<file path="config.mk">
export PLATFORM = sky130hd
export DESIGN_NAME = jhash_engine
export DESIGN_NICKNAME = d
export VERILOG_FILES = /design/src/rtl/jhash_engine.sv
export SDC_FILE = /design/constraint.sdc
export NUM_CORES = 2
export LEC_CHECK = 0
export ABC_AREA = 1
export BUFFER_PORTS_ARGS = -buffer_cell sky130_fd_sc_hd__buf_2
export CELL_PAD_IN_SITES_DETAIL_PLACEMENT = 1
export CELL_PAD_IN_SITES_GLOBAL_PLACEMENT = 2
export CORE_MARGIN = 2
export CORE_UTILIZATION = 35
export DETAILED_ROUTE_END_ITERATION = 8
export PLACE_DENSITY_LB_ADDON = 0.1
export SLEW_MARGIN = 30
export SYNTH_ARGS = -nofsm -noshare
export SYNTH_HDL_FRONTEND = slang
export SYNTH_SLANG_ARGS = --single-unit
</file>
<file path="constraint.sdc">
create_clock -name clk -period 11.2 [get_ports clk]
set_input_delay 1.68 -clock clk [delete_from_list [all_inputs] [get_ports clk]]
set_output_delay 1.68 -clock clk [all_outputs]
set_load 0.01 [all_outputs]
</file>
<file path="src/rtl/jhash_engine.sv">
// jhash_engine -- lookup3 hashword2() engine.
//
// Seeds a/b/c from the word count and the seed pair, absorbs the key three
// words at a time from the stream interface (mix between blocks), folds in
// the tail block, runs the final() avalanche and presents the c/b pair.
//
// Ports:
//   clk, rst_n          clock (rising edge), asynchronous active-low reset
//   start               begin a hash; sampled only in IDLE
//   len                 key length in 32-bit words
//   init_c, init_b      seed pair (*pc, *pb)
//   abort               synchronous abort back to IDLE
//   stream_data0..2     key words k[0..2] of the current block
//   stream_valid        stream words valid
//   stream_ack          block accepted this cycle (combinational)
//   busy                engine not in IDLE
//   hash_c, hash_b      result pair, held until the next completed hash
//   hash_valid          one-cycle result strobe
module jhash_engine #(
    parameter int          LEN_W = 16,
    parameter int          STEPS = 1,
    parameter logic [31:0] MAGIC = 32'hdeadbeef
) (
    input  logic             clk,
    input  logic             rst_n,
    input  logic             start,
    input  logic [LEN_W-1:0] len,
    input  logic [31:0]      init_c,
    input  logic [31:0]      init_b,
    input  logic             abort,
    input  logic [31:0]      stream_data0,
    input  logic [31:0]      stream_data1,
    input  logic [31:0]      stream_data2,
    input  logic             stream_valid,
    output logic             stream_ack,
    output logic             busy,
    output logic [31:0]      hash_c,
    output logic [31:0]      hash_b,
    output logic             hash_valid
);

    typedef enum logic [2:0] {IDLE, LOAD, MIX, FINAL, DONE} state_t;

    typedef struct packed {
        logic [31:0] a;
        logic [31:0] b;
        logic [31:0] c;
    } abc_t;

    localparam logic [LEN_W-1:0] THREE = LEN_W'(3);

    function automatic logic [31:0] rot(input logic [31:0] x, input int unsigned k);
        return (x << k) | (x >> (32 - k));
    endfunction

    // One mix() sub-step; indices past the last sub-step leave the state alone
    // so a partially filled final clock needs no extra guard.
    function automatic abc_t mix_step(input logic [3:0] idx, input abc_t v);
        abc_t r;
        r = v;
        case (idx)
            4'd0: begin r.a = r.a - r.c; r.a = r.a ^ rot(r.c, 4);  r.c = r.c + r.b; end
            4'd1: begin r.b = r.b - r.a; r.b = r.b ^ rot(r.a, 6);  r.a = r.a + r.c; end
            4'd2: begin r.c = r.c - r.b; r.c = r.c ^ rot(r.b, 8);  r.b = r.b + r.a; end
            4'd3: begin r.a = r.a - r.c; r.a = r.a ^ rot(r.c, 16); r.c = r.c + r.b; end
            4'd4: begin r.b = r.b - r.a; r.b = r.b ^ rot(r.a, 19); r.a = r.a + r.c; end
            4'd5: begin r.c = r.c - r.b; r.c = r.c ^ rot(r.b, 4);  r.b = r.b + r.a; end
            default: ;
        endcase
        return r;
    endfunction

    function automatic abc_t final_step(input logic [3:0] idx, input abc_t v);
        abc_t r;
        r = v;
        case (idx)
            4'd0: begin r.c = r.c ^ r.b; r.c = r.c - rot(r.b, 14); end
            4'd1: begin r.a = r.a ^ r.c; r.a = r.a - rot(r.c, 11); end
            4'd2: begin r.b = r.b ^ r.a; r.b = r.b - rot(r.a, 25); end
            4'd3: begin r.c = r.c ^ r.b; r.c = r.c - rot(r.b, 16); end
            4'd4: begin r.a = r.a ^ r.c; r.a = r.a - rot(r.c, 4);  end
            4'd5: begin r.b = r.b ^ r.a; r.b = r.b - rot(r.a, 14); end
            4'd6: begin r.c = r.c ^ r.b; r.c = r.c - rot(r.b, 24); end
            default: ;
        endcase
        return r;
    endfunction

    state_t           state, state_nxt;
    abc_t             abc, abc_nxt, abc_step;
    logic [LEN_W-1:0] remaining, rem_nxt;
    logic [2:0]       step_cnt, cnt_nxt;
    logic [3:0]       step_end;
    logic             load_hash;
    logic [31:0]      seed;

    // len*4 is zero-extended then truncated to 32 bits before seeding.
    assign seed     = MAGIC + (32'(len) << 2) + init_c;
    assign step_end = 4'(step_cnt) + 4'(STEPS);
    assign busy     = (state != IDLE);

    // STEPS sub-steps chained combinationally from the current step index.
    always_comb begin
        abc_step = abc;
        for (int s = 0; s < STEPS; s++) begin
            if (state == MIX) abc_step = mix_step(4'(step_cnt) + 4'(s), abc_step);
            else              abc_step = final_step(4'(step_cnt) + 4'(s), abc_step);
        end
    end

    always_comb begin
        // NOTE: every output of this block gets a default first, so no path
        // through the case leaves a signal unassigned and infers a latch.
        state_nxt  = state;
        abc_nxt    = abc;
        rem_nxt    = remaining;
        cnt_nxt    = step_cnt;
        load_hash  = 1'b0;
        stream_ack = 1'b0;

        case (state)
            IDLE: begin
                if (start) begin
                    abc_nxt = '{a: seed, b: seed, c: seed + init_b};
                    rem_nxt = len;
                    if (len == '0) begin
                        state_nxt = DONE;
                        load_hash = 1'b1;
                    end else begin
                        state_nxt = LOAD;
                    end
                end
            end
            LOAD: begin
                stream_ack = stream_valid;
                if (stream_valid) begin
                    cnt_nxt   = '0;
                    abc_nxt.a = abc.a + stream_data0;
                    if (remaining > THREE) begin
                        abc_nxt.b = abc.b + stream_data1;
                        abc_nxt.c = abc.c + stream_data2;
                        rem_nxt   = remaining - THREE;
                        state_nxt = MIX;
                    end else begin
                        // Tail block: only the first `remaining` words count.
                        if (remaining >= LEN_W'(2)) abc_nxt.b = abc.b + stream_data1;
                        if (remaining == THREE)     abc_nxt.c = abc.c + stream_data2;
                        state_nxt = FINAL;
                    end
                end
            end
            MIX: begin
                abc_nxt = abc_step;
                cnt_nxt = step_end[2:0];
                if (step_end >= 4'd6) state_nxt = LOAD;
            end
            FINAL: begin
                abc_nxt = abc_step;
                cnt_nxt = step_end[2:0];
                if (step_end >= 4'd7) begin
                    state_nxt = DONE;
                    load_hash = 1'b1;
                end
            end
            DONE: state_nxt = IDLE;
            default: state_nxt = IDLE;
        endcase

        // Abort wins over everything, including start in IDLE.
        if (abort) begin
            state_nxt  = IDLE;
            abc_nxt    = abc;
            rem_nxt    = remaining;
            cnt_nxt    = step_cnt;
            load_hash  = 1'b0;
            stream_ack = 1'b0;
        end
    end

    // NOTE: sequential state uses non-blocking assignments so every register
    // samples the pre-edge values regardless of statement order.
    always_ff @(posedge clk or negedge rst_n) begin
        if (!rst_n) state <= IDLE;
        else        state <= state_nxt;
    end

    always_ff @(posedge clk or negedge rst_n) begin
        if (!rst_n) begin
            abc        <= '0;
            remaining  <= '0;
            step_cnt   <= '0;
            hash_c     <= '0;
            hash_b     <= '0;
            hash_valid <= 1'b0;
        end else begin
            abc        <= abc_nxt;
            remaining  <= rem_nxt;
            step_cnt   <= cnt_nxt;
            hash_valid <= load_hash;
            if (load_hash) begin
                hash_c <= abc_nxt.c;
                hash_b <= abc_nxt.b;
            end
        end
    end

endmodule

</file>
==> results.toml <==
[logic_synthesis]
synth-simple-area-share = 0.339
yosysTopAreaCellShare = 0.168
number_of_enable_flip_flop_cells_after_synthesis = 0
synth_top_area_cells = "nand2_1 (17%), ha_1 (14%), dfrtp_1 (11%)"
synth_compound_gate_area_share = 0.252
synth-main-ff-cell = "dfrtp_1"
yosysMostFrequentCell = "nand2_1"
main_combinational_cell_family_by_area_after_synthesis = "simple AND/OR/NAND/NOR gates"
synthAdderAreaFrac = 0.145
synth_seq_cells = 183
synth_area_per_cell_um2 = 5.77
ys_top_cells_by_count = "nand2_1 (1864), inv_1 (831), a21oi_1 (737)"
post_synth_xor_area_fraction = 0.0536
synth_largest_area_cell = "nand2_1"
mux_cell_area_share_after_synthesis = 0
synth_cells = 7220
synth_cell_type_count = 69
postSynthNetCount = 7875
ys_seq_area_frac = 0.110
asyncSetResetFlopFracSynth = 1.00
count_of_warnings_emitted_by_yosys = 0
netlist_area_um2 = 41700

[global_route]
antenna_found_initial = 34
grt_start_max_net_pins = 70
vias_in_the_first_global_route = 53744
wire_length_of_the_first_global_routing_pass_um = 399000
grt.total_usage = 0.461
grt_overflow = 0

[sta]
rsz0062_at_grt = "false"
tns_ns = 0
clock.fmax_mhz = 170
slew_headroom = 0.238
slew_viol_final = 0
fin_crit_sh = 0.524
setup_viol = 0
finalHoldViolCount = 0
timing_worst_slew_pin_value_ns = 1.13
finalClockSkew_ns = 0.0183
post-route-min-period_ns = 5.87

[critical_path]
critPathLaunch = "abc[16]$_DFF_PN0_"
critical_path_peak_fanout = 8
reg2reg_depth = 13
start_kind = "flip-flop"
timing.critical_path.required_ns = 11.66
worstSetupEndpointType = "flip-flop"
critical_path.cell_chain = "clkinv_1 -> ha_1 -> inv_1 -> ha_1 -> nand2_1 -> nor4_1 -> nand3_1 -> nand3_1 -> nand2_1 -> a21oi_1 -> nand3b_1 -> nand3_1 -> a21oi_1"
r2r-start = "abc[16]$_DFF_PN0_"
setup.worst_path.class = "flip-flop to flip-flop"
worstPathArrival_ns = 6.33
worst_path_most_repeated_cell = "nand3_1"
crit_path_max_incr_delay_ns = 1.21
critical-path-slowest-cell = "clkinv_1"
reg2reg_slack_ns = 5.33

[cts]
clockRootBuffer = "clkbuf_16"
cts_max_path_buffers = 2
tritoncts.num_buffers = 17
cts_post_setup_buffers_inserted = 0
cts_hold_buffers = 0
cts_max_level = 4
cts.reportedPaths.clkPinSlew_ns = 0.08
clkSinkCount = 183
source_to_sink_clock_delay_at_the_later_pin_of_the_worst_skew_pair_ns = 0.55
ctsResizeCount = 0
cts_tree = "done"

[run_status]
outcome = "completed"

[job]
cap_violations = 0

[detailed_routing]
drt-wirelength-per-cell_um = 32.2
drc_errors = 0
num_vias = 55685
number_of_antenna_violating_nets_in_the_routed_design = 0
dr.pass1.iters = 6
sum_of_routed_wire_length_over_all_layers_um = 288000
drt-initial-drc-count = 6177
detailed_route_vias_per_instance = 6.21

[die]
die_width_um = 349
row_count = 126
dieArea_um2 = 122000
fp.coreArea_um2 = 118000
io-pin-count = 248
chipHeight_um = 349
initial_utilization = 0.353

[layout]
stdcell_area_um2 = 45500
final_layout_size_suffix_gt1_frac = 0.0693
finalNetCount = 8048
syn2layout_area_growth_pct = 9.10

[min_path]
min_path_cells = 2
hold_path.startpoint = "hash_b[8]$_DFFE_PN0P_"
type_of_the_most_critical_hold_path = "flip-flop to flip-flop"

[placed_design]
dpl-instance-area_um2 = 44800
place_congestion = 1.08
buffer_ports.inserted = 247
hpwlAfterDp_um = 235000
## cell families (layout without fill, tap and decap cells)
kind of cell / Yosys count / in the layout
and+or+nand+nor: 3370 / 3370
AOI/OAI and AO/OA: 1866 / 1866
buffers and inverters: 1072 / 1258
other: 0 / 24
DFF: 183 / 183
adders and majority gates: 474 / 474
xor gates and xnor gates: 255 / 255
## placed cells by master, fill, tap and decap left out, types with 53 or more instances in the layout
| cell | count |
|---|---|
| xnor2_1 | 54 |
| ha_1 | 459 |
| nor3_1 | 92 |
| dfrtp_1 | 182 |
| nand2_1 | 1864 |
| o21ai_0 | 642 |
| buf_2 | 246 |
| a21o_1 | 53 |
| xor2_1 | 201 |
| nor2_1 | 665 |
| o211ai_1 | 66 |
| nand3_1 | 510 |
| nand4_1 | 71 |
| buf_4 | 112 |
| a21oi_1 | 737 |
| o21ai_1 | 66 |
| inv_1 | 829 |
## registers in the layout, indices dropped and copies added, names as in the netlist
name        count
abc            96
hash_b         32
hash_c         32
hash_valid      1
remaining      16
state           3
step_cnt        3
## metal layers
layer	part of all wire	global-route usage
met4	0.075	0.297
met3	0.12	0.156
met5	0.0010	0
met2	0.41	0.674
met1	0.39	0.574
## critical path: cells and delay by family (launching register included)
family / cells / cell delay, ns
AOI/OAI and AO/OA: 2 / 0.30
adders and majority gates: 2 / 1.34
buffers and inverters: 2 / 1.37
DFF: 1 / 1.06
and+or+nand+nor: 7 / 1.70
## stage by stage
| stage | utilization | setup slack, ns | cells | hold WS (ns) |
|---|---|---|---|---|
| 2_1_floorplan | - | 6.13 | 7220 | 0.467 |
| 3_3_place_gp | 0.379 | 5.04 | 8910 | 0.468 |
| 3_5_place_dp | 0.379 | 4.96 | 8910 | 0.462 |
| 4_1_cts | 0.384 | 5.51 | 8942 | 0.482 |
| 5_1_grt | 0.385 | 5.03 | 8945 | 0.504 |
| 6_report | 0.385 | 5.33 | 8966 | 0.476 |
## path summary, 6_finish.rpt
path                                        endpoint
setup / recovery                 abc[89]$_DFFE_PN0P_
hold / removal                 hash_b[8]$_DFFE_PN0P_
setup reg to reg                 abc[89]$_DFFE_PN0P_
hold reg to reg                hash_b[8]$_DFFE_PN0P_
max in group asynchronous  remaining[14]$_DFFE_PN0P_
min in group asynchronous        abc[94]$_DFFE_PN0P_
## area by class of cell
class	count	area, um^2
fillers	16278	72600
multi-input cells	5965	32900
flip-flops and latches	183	4580
inverters	866	3250
repair buffers	360	2100
well taps	1536	1920
clock buffers	19	443
clock inverters	13	163
diodes	24	60.1
Power is left out: the tool's default activity adds up to more than one toggle a clock period on the data nets, which glitch-free logic cannot reach.
